File: src/rtl/int_ctx_stack_pkg.sv
// rtl/int_ctx_stack_pkg.sv - shared flag indices, FSM states and entry layout for the context stack
package int_ctx_stack_pkg;

    // ALU flag bit positions inside the {Z,C,N,V} vector
    localparam int Z_FLAG = 3;
    localparam int C_FLAG = 2;
    localparam int N_FLAG = 1;
    localparam int V_FLAG = 0;

    typedef enum logic {
        CTX_IDLE    = 1'b0,
        CTX_RESTORE = 1'b1
    } ctx_state_e;

    // Entry layout, LSB first: flags, then IE, then PC
    localparam int FLAGS_LSB = 0;

    function automatic int ie_bit(input int flag_width);
        return flag_width;
    endfunction

    function automatic int pc_lsb(input int flag_width);
        return flag_width + 1;
    endfunction

    function automatic int entry_width(input int pc_width, input int flag_width);
        return pc_width + 1 + flag_width;
    endfunction

endpackage

File: src/rtl/ctx_lifo_mem.sv
// rtl/ctx_lifo_mem.sv - register-array LIFO with occupancy count and full/empty guards
module ctx_lifo_mem #(
    parameter int DEPTH = 16,
    parameter int DW    = 13
) (
    input  logic          clk_i,
    input  logic          rst_ni,
    input  logic          push_i,
    input  logic          pop_i,
    input  logic [DW-1:0] wdata_i,
    output logic [DW-1:0] rdata_o,
    output logic          full_o,
    output logic          empty_o
);
    localparam int AW = $clog2(DEPTH);
    localparam int CW = AW + 1;

    logic [DW-1:0] mem_q [DEPTH];
    logic [CW-1:0] count_q;
    logic [CW-1:0] count_d;
    logic          push_ok;
    logic          pop_ok;

    assign full_o  = (count_q == CW'(DEPTH));
    assign empty_o = (count_q == '0);

    // Simultaneous push and pop is illegal, so neither side moves
    assign push_ok = push_i && !pop_i && !full_o;
    assign pop_ok  = pop_i && !push_i && !empty_o;

    // Top entry; the low-bit index wraps harmlessly when empty and reads entry DEPTH-1 when full
    assign rdata_o = mem_q[count_q[AW-1:0] - AW'(1)];

    // Occupancy next-state: saturates by guard, never wraps
    always_comb begin
        count_d = count_q;
        if (push_ok) begin
            count_d = count_q + CW'(1);
        end else if (pop_ok) begin
            count_d = count_q - CW'(1);
        end
    end

    // Occupancy register
    always_ff @(posedge clk_i or negedge rst_ni) begin
        if (!rst_ni) begin
            count_q <= '0;
        end else begin
            count_q <= count_d;
        end
    end

    // Entry storage is intentionally not reset
    always_ff @(posedge clk_i) begin
        if (push_ok) begin
            mem_q[count_q[AW-1:0]] <= wdata_i;
        end
    end

endmodule

File: src/rtl/int_ctx_stack.sv
// rtl/int_ctx_stack.sv - call/interrupt context stack restoring PC, ALU flags and IE
module int_ctx_stack
    import int_ctx_stack_pkg::*;
#(
    parameter int DEPTH      = 16,
    parameter int PC_WIDTH   = 8,
    parameter int FLAG_WIDTH = 4
) (
    input  logic                  clk,
    input  logic                  rst_n,
    input  logic                  push,
    input  logic                  pop,
    input  logic                  rti,
    input  logic [PC_WIDTH-1:0]   pc_in,
    input  logic [FLAG_WIDTH-1:0] flags_in,
    input  logic                  ie_in,
    input  logic                  err_clr,
    output logic [PC_WIDTH-1:0]   pc_out,
    output logic                  pc_wr,
    output logic [FLAG_WIDTH-1:0] flag_dout,
    output logic                  flag_wr,
    output logic                  ie_dout,
    output logic                  ie_wr,
    output logic                  busy,
    output logic                  empty,
    output logic                  full,
    output logic                  stack_err
);
    localparam int EW  = entry_width(PC_WIDTH, FLAG_WIDTH);
    localparam int IEB = ie_bit(FLAG_WIDTH);
    localparam int PCL = pc_lsb(FLAG_WIDTH);

    ctx_state_e            state_q;
    ctx_state_e            state_d;
    logic [PC_WIDTH-1:0]   pc_q;
    logic [FLAG_WIDTH-1:0] flags_q;
    logic                  ie_q;
    logic                  rti_q;
    logic                  err_q;
    logic [EW-1:0]         rdata;
    logic                  mem_push;
    logic                  mem_pop;
    logic                  pop_go;
    logic                  err_set;

    // Pops are only offered to the LIFO while idle; a pop during restore must not move count
    assign mem_push = push && !pop;
    assign mem_pop  = pop && !push && (state_q == CTX_IDLE);
    assign pop_go   = mem_pop && !empty;

    assign err_set = (push && pop)
                   || (push && !pop && full)
                   || (pop && !push && (empty || (state_q == CTX_RESTORE)));

    ctx_lifo_mem #(
        .DEPTH (DEPTH),
        .DW    (EW)
    ) u_lifo (
        .clk_i   (clk),
        .rst_ni  (rst_n),
        .push_i  (mem_push),
        .pop_i   (mem_pop),
        .wdata_i ({pc_in, ie_in, flags_in}),
        .rdata_o (rdata),
        .full_o  (full),
        .empty_o (empty)
    );

    // Restore FSM: one RESTORE cycle per accepted pop, strobes decoded from state
    always_comb begin
        state_d = CTX_IDLE;
        pc_wr   = 1'b0;
        flag_wr = 1'b0;
        ie_wr   = 1'b0;
        busy    = 1'b0;
        case (state_q)
            CTX_IDLE: begin
                if (pop_go) begin
                    state_d = CTX_RESTORE;
                end
            end
            CTX_RESTORE: begin
                pc_wr   = 1'b1;
                busy    = 1'b1;
                flag_wr = rti_q;
                ie_wr   = rti_q;
            end
            default: state_d = CTX_IDLE;
        endcase
    end

    // FSM state register; async reset kills any in-flight restore
    always_ff @(posedge clk or negedge rst_n) begin
        if (!rst_n) begin
            state_q <= CTX_IDLE;
        end else begin
            state_q <= state_d;
        end
    end

    // Capture the popped entry; flags and IE only change on an RTI
    always_ff @(posedge clk or negedge rst_n) begin
        if (!rst_n) begin
            pc_q    <= '0;
            flags_q <= '0;
            ie_q    <= 1'b0;
            rti_q   <= 1'b0;
        end else if (pop_go) begin
            pc_q  <= rdata[PCL +: PC_WIDTH];
            rti_q <= rti;
            if (rti) begin
                flags_q <= rdata[FLAGS_LSB +: FLAG_WIDTH];
                ie_q    <= rdata[IEB];
            end
        end
    end

    // Sticky error; a new error beats a simultaneous clear
    always_ff @(posedge clk or negedge rst_n) begin
        if (!rst_n) begin
            err_q <= 1'b0;
        end else if (err_set) begin
            err_q <= 1'b1;
        end else if (err_clr) begin
            err_q <= 1'b0;
        end
    end

    assign pc_out    = pc_q;
    assign flag_dout = flags_q;
    assign ie_dout   = ie_q;
    assign stack_err = err_q;

endmodule

File: config.mk
export PLATFORM = sky130hd
export DESIGN_NAME = int_ctx_stack
export DESIGN_NICKNAME = d
export VERILOG_FILES = /design/src/rtl/int_ctx_stack_pkg.sv /design/src/rtl/ctx_lifo_mem.sv /design/src/rtl/int_ctx_stack.sv
export SDC_FILE = /design/constraint.sdc
export NUM_CORES = 1
export LEC_CHECK = 0
export CAP_MARGIN = 20
export CORE_UTILIZATION = 43
export CTS_CLUSTER_DIAMETER = 80
export CTS_CLUSTER_SIZE = 25
export DETAILED_ROUTE_END_ITERATION = 8
export DONT_BUFFER_PORTS = 1
export GPL_TIMING_DRIVEN = 0
export REMOVE_ABC_BUFFERS = 1
export SLEW_MARGIN = 25
export SYNTH_ARGS = -nofsm -noshare
export SYNTH_HDL_FRONTEND = slang
export SYNTH_SLANG_ARGS = --single-unit
File: constraint.sdc
create_clock -name clk -period 4.5 [get_ports clk]
set_clock_uncertainty 0.15 [all_clocks]
set_input_delay 0.675 -clock clk [delete_from_list [all_inputs] [get_ports clk]]
set_output_delay 0.675 -clock clk [all_outputs]
set_load 0.1 [all_outputs]
* After elaboration in Yosys (flattened, before gate mapping)
Memories as Yosys holds them, arrays and structs flattened.
Index checks and enable logic that the tools add are counted.
** Cells by class
- Order comparisons :: 0
- Add/subtract/negate cells :: 3
- Multipliers :: 0
- Shift-type cells :: 0
- Bitwise gates (word level) :: 1
- Muxes and demuxes :: 10
- Equality and inequality tests :: 1
- Divide/modulo/power cells :: 0
- Reductions and logical operators :: 24
** Operator list (count)
- $logic_and 1x1->1 :: 11
- $mux 5 :: 2
- $mux 1 :: 8
- $logic_not 1->1 :: 6
- $add 5x1->5 const B :: 1
- $eq 5x5->1 const B :: 1
- $logic_not 5->1 :: 1
- $sub 5x1->5 const B :: 1
- $reduce_bool 2->1 :: 2
- $sub 4x1->4 const B :: 1
- $logic_or 1x1->1 :: 3
- $reduce_and 2->1 :: 1
- $not 1->1 :: 1
** Word-level totals
- RAM bits :: 208
- Bits in read-only memories :: 0
- Bits of input ports :: 19
- Latch bits :: 0
- Register bits after elaboration :: 21
- Output and inout bits :: 20
- Word-level logic and storage cells :: 47
- Memories kept :: 1
** Memory list
- u_lifo.mem_q :: depth 16, bits a word 13, rd ports 1, clocked after memory_dff 0, wr ports 1, RTL line ctx_lifo_mem.sv:18 : logic [DW-1:0] mem_q [DEPTH];

* Logic depth before layout (Yosys ltp)
- Depth after elaboration :: 8
- Depth in mapped cells :: 13
- Depth with buffers taken out :: 11

* By module
Synthesis repeated with hierarchy kept, for this count alone.
** Unflattened totals
- Cells, all modules :: 545
- Area total of the unflattened synthesis :: 9236.4 um^2
** Modules (own cells, without submodules)
- ctx_lifo_mem :: instances 1, cells each 502, area an instance 8558.2 um^2, sequential area each 6371.1 um^2
- int_ctx_stack :: instances 1, cells each 43, area an instance 678.2 um^2, sequential area each 400.4 um^2

* Least setup slack after synthesis
OpenSTA, ideal clock, no wires.
- Path type :: register to register
- From :: reg u_lifo.count_q[0]
- To :: reg u_lifo.count_q[4]
- Path slack :: 406 ps
- Cell stages (with the launch flop) :: 14
- Library setup time :: 80 ps
- Period minus slack after synthesis :: 4094 ps
- Buffers on the path :: 2
- Arrival :: 3864 ps
- Required time :: 4270 ps
- Cells stage by stage :: dfrtp_1 buf_6 buf_2 inv_1 ha_1 nand2_1 nor3_2 nor3b_2 inv_1 ha_1 a21o_1 a21oi_1 mux2i_1 xnor2_1
** Between the ends
- Cells in the longest elaborated chain, start to end :: 4
- Elaborated cells on any way between the ends :: 11
- Those cells by class :: add/sub (2); eq/ne (1); mux (2); reduce/logical (6)
** Ends and longest elaborated chain
- start, declared :: RTL line ctx_lifo_mem.sv:19 : logic [CW-1:0] count_q;
- start signal, assigned :: RTL line ctx_lifo_mem.sv:49 : count_q <= count_d;
- $eq 5x5->1 (*) :: RTL line ctx_lifo_mem.sv:24 : assign full_o = (count_q == CW'(DEPTH));
- via full :: RTL line int_ctx_stack.sv:26 : output logic full,
- $logic_not 1->1 (*) :: RTL line ctx_lifo_mem.sv:28 : assign push_ok = push_i && !pop_i && !full_o;
- $logic_and 1x1->1 (*) :: RTL line ctx_lifo_mem.sv:28
- $mux 5 / $reduce_bool 2->1 (equally long branches)
Mark *: on every way through the listed nets, which the timed path passes. The rest lies on a longest branch. The select of a mux whose other input is x is not followed.
A chain may end at the register's enable or synchronous reset.

* Worst setup path in the final report
Same ends and word-level chain as after synthesis.

==> results by group <==
Route
  – DRC: 0
  – DRT Wirelength: 19,000 µm
  – Initial DRC Count: 331
  – Post-route ant nets: 0
  – DR vias/cell: 5.75
  – Vias: 4,344
  – Routed len/inst: 25.2 µm
  – DRT Pass-1 Iters: 5

Timing
  – Final Critical Period: 3970 ps
  – Final WS setup: 533 ps
  – Max transition margin: 32.6%
  – Fin. max-slew vios: 0
  – Worst Max-Slew Pin Slew: 1010 ps
  – Final Setup Violations: 0
  – FMAX: 252 MHz
  – Fin. Hold Viols: 0
  – RSZ-0062 raised after global routing: false
  – Crit share post-route: 88.1%

Global route
  – Total gr overflow: 0
  – Initial antenna violation count: 0
  – Gr usage total: 18.1%
  – Vias in the first global route: 4,451
  – First-pass GRT wire length: 28,400 µm
  – Pin count of the biggest net entering global routing: 45

Synthesis
  – Synth Flop Type: edfxtp_1
  – Syn Inst Count: 461
  – Most numerous cell in the Yosys netlist: edfxtp_1
  – Dominant cells by area after synthesis: edfxtp_1 68%, mux4_2 13%, dfrtp_1 5.7%
  – Yosys cell types: 42
  – Top cells by count, synth: 208 x edfxtp_1, 52 x mux4_2, 26 x a21oi_1
  – Mean Syn Cell Area: 19.9 µm²
  – Synth warn: 0
  – Largest area contributor in the netlist: edfxtp_1
  – Post-synthesis cell area: 9150 µm²
  – Synth Area in Adders: 1.31%
  – Synth Area in Simple Gates: 3.69%
  – Number of synthesized flops with an enable pin: 208
  – FF+latch count, synth: 229
  – Post-synthesis mux area share: 13.3%
  – Fraction of registers with async set/reset: 9.17%
  – Largest family of logic cells by synthesized area: multiplexers
  – Sequential area share after synthesis: 74.0%
  – Synth Area in Compound Gates: 4.69%
  – Synth top area share: 68.2%
  – Post-synthesis xor/xnor area fraction: 0.383%

Clock network
  – Clk pin slew, worst setup/hold paths: 100 ps
  – Root Buffer: clkbuf_16
  – Postcts setup bufs: 0
  – CTS Buf Count: 13
  – TritonCTS Sinks: 229
  – # hold bufs at CTS: 2
  – CTS tree: done
  – Clk_lat worst skew: 470 ps
  – H-tree lvl count: 1
  – Post_cts resized: 0
  – Max Buffers Root-to-Sink: 3

Die
  – Die X: 148 µm
  – Core Region: 21,000 µm²
  – Die height: 148 µm
  – Top-Level Pins: 39
  – Std cell rows: 53
  – Die area: 21,900 µm²
  – Initial core utilization: 43.7%

Layout
  – Design area: 10,100 µm²
  – Fillers: 1,783
  – Final Net Count: 502
  – Register Area: 6780 µm²
  – Share of cells above drive strength 1: 26.9%
  – ANT cells: 0
  – Multi-input logic area: 2260 µm²
  – Layout area overhead: 10.7%

Worst setup path
  – Worst-path cell chain: inv_1, ha_4, nand2_1, nor3_4, buf_1, nor3b_2, inv_1, fa_1, a21o_1, a21oi_1, mux2i_1, xnor2_1
  – Delay-heaviest family, CP: flip-flops
  – Worst-path maximum fanout: 30
  – R2R Setup Slk: 530 ps
  – Reg2reg start: u_lifo.count_q[0]
  – Cell mode on critical path: inv_1
  – Worst R2R End: u_lifo.count_q[4]
  – Worst EP required: 4740 ps
  – Critical path class: flip-flop to flip-flop
  – Worst Path Buf+Inv: 3
  – Crit-path max cell delay: 820 ps
  – Reg2Reg Depth: 12
  – Critical Path Start Type: flip-flop
  – CP Data Arrival Time: 4210 ps
  – CP max stage cell: dfrtp_4
  – Crit end category: flip-flop

Worst hold path
  – WHS Path Cells: 0
  – Min-delay src: pc_in[3]
  – Hold Path Sink: u_lifo.mem_q[1][8]
  – Worst hold path class: primary input to flip-flop

Run
  – Max_cap viols: 0

Place
  – Dpl cell area: 9710 µm²
  – Placer Congestion: 0.705
  – DP Wirelength: 11,200 µm
  – Dpl ws: 536 ps
  – PortBufs: 0

Power
  – VDD IR max: 0.451 mV
  – PD cells: 651 nW/µm²
  – Leak pwr: 3.22 nW

Run status
  – Status: finished, final reports clean
## worst reg2reg max path, delay by kind of cell, from the launching register on
kind | cells | cell delay, ps
XOR/XNOR | 1 | 140
flip-flops | 1 | 820
AO/OA/AOI/OAI | 2 | 370
AND/OR/NAND/NOR | 3 | 720
multiplexers | 1 | 240
adder cells (fa/ha/maj) | 2 | 750
buffers and inverters | 3 | 710
## how the worst max path moves through the flow
stage / start / end / slack (ps) / depth (start not counted)
after floorplan: u_lifo.count_q[0] / u_lifo.count_q[1] / -1030 / 6
after global placement: u_lifo.count_q[0] / u_lifo.mem_q[1][9] / -3600 / 7
after detailed placement: u_lifo.count_q[0] / u_lifo.count_q[4] / 540 / 12
after CTS: u_lifo.count_q[0] / u_lifo.count_q[4] / 510 / 12
after global routing: u_lifo.count_q[0] / u_lifo.count_q[4] / 290 / 12
final: u_lifo.count_q[0] / u_lifo.count_q[4] / 530 / 12
## metrics by stage
stage,TNS [ps],util [%],cells,hold WS (ps),power [W]
floorplan,-138090,-,435,229,0.00477
finish,0,48.3,755,141,0.00659
global route,0,48.3,755,121,0.00689
global placement,-665360,44.5,710,230,0.00534
CTS,0,48.3,754,129,0.00664
detailed placement,0,46.3,731,230,0.00544
## power breakdown
part / switching [W] / total (W) / leakage [nW] / internal (W)
clock: 0.000657 / 0.00121 / 0.179 / 0.000551
sequential: 0.000683 / 0.00318 / 2.11 / 0.00249
combinational: 0.00114 / 0.00221 / 0.929 / 0.00107
## cells by family (layout without fill, tap and decap cells)
| kind of cell | Yosys count | count (layout) |
|---|---|---|
| fa+ha+maj | 9 | 9 |
| buf+inv | 46 | 65 |
| xor+xnor | 4 | 4 |
| simple gates | 59 | 59 |
| compound gates | 58 | 58 |
| flops | 229 | 229 |
| mux | 56 | 56 |
## cell usage in the layout (no fill, tap or decap), drive strengths merged
cell and n:
clkbuf 18, a21oi 26, and2b 2, mux2 3
and2 1, a41oi 5, o22ai 9, o21ai 4
nand3b 1, a32oi 1, nor2b 9, or3 1
nand2 8, or2 1, and3b 1, nand3 1
dlygate4sd3 1, a21o 2, o21a 2, nor3 7
fa 1, clkinv 2, xnor2 4, mux4 52
nor3b 1, mux2i 1, ha 8, nor2 22
inv 21, a221oi 8, dfrtp 21, nor4b 2
a31oi 1, buf 23, edfxtp 208, nand2b 2
## registers in the layout, summed over array words and instances, names as in the netlist
signal and flops:
ie_dout 1, flag_dout 4, pc_out 8, rti_q 1, stack_err 1, state_q 1
u_lifo.mem_q 208, u_lifo.count_q 5
## per-layer routing
layer / part of all wire, % / vias to the layer above / GRT usage (%) / wire, µm
met2: 49 / 133 / 29.4 / 9250
li1: - / 1865 / - / -
met3: 6.4 / 27 / 3.15 / 1210
met5: 0 / - / 0 / 0
met1: 43 / 2319 / 25.4 / 8130
met4: 2.3 / 0 / 4.90 / 437
## final cells by class
| class | instances | area share, % |
|---|---|---|
| Clock buffer | 18 | 3.40 |
| Clock inverter | 3 | 0.284 |
| Inverter | 20 | 0.741 |
| Multi-Input combinational cell | 186 | 22.4 |
| Sequential cell | 229 | 66.9 |
| Tap cell | 275 | 3.40 |
| Timing Repair Buffer | 24 | 2.93 |
Note: power is estimated with default switching activity, not from simulation.
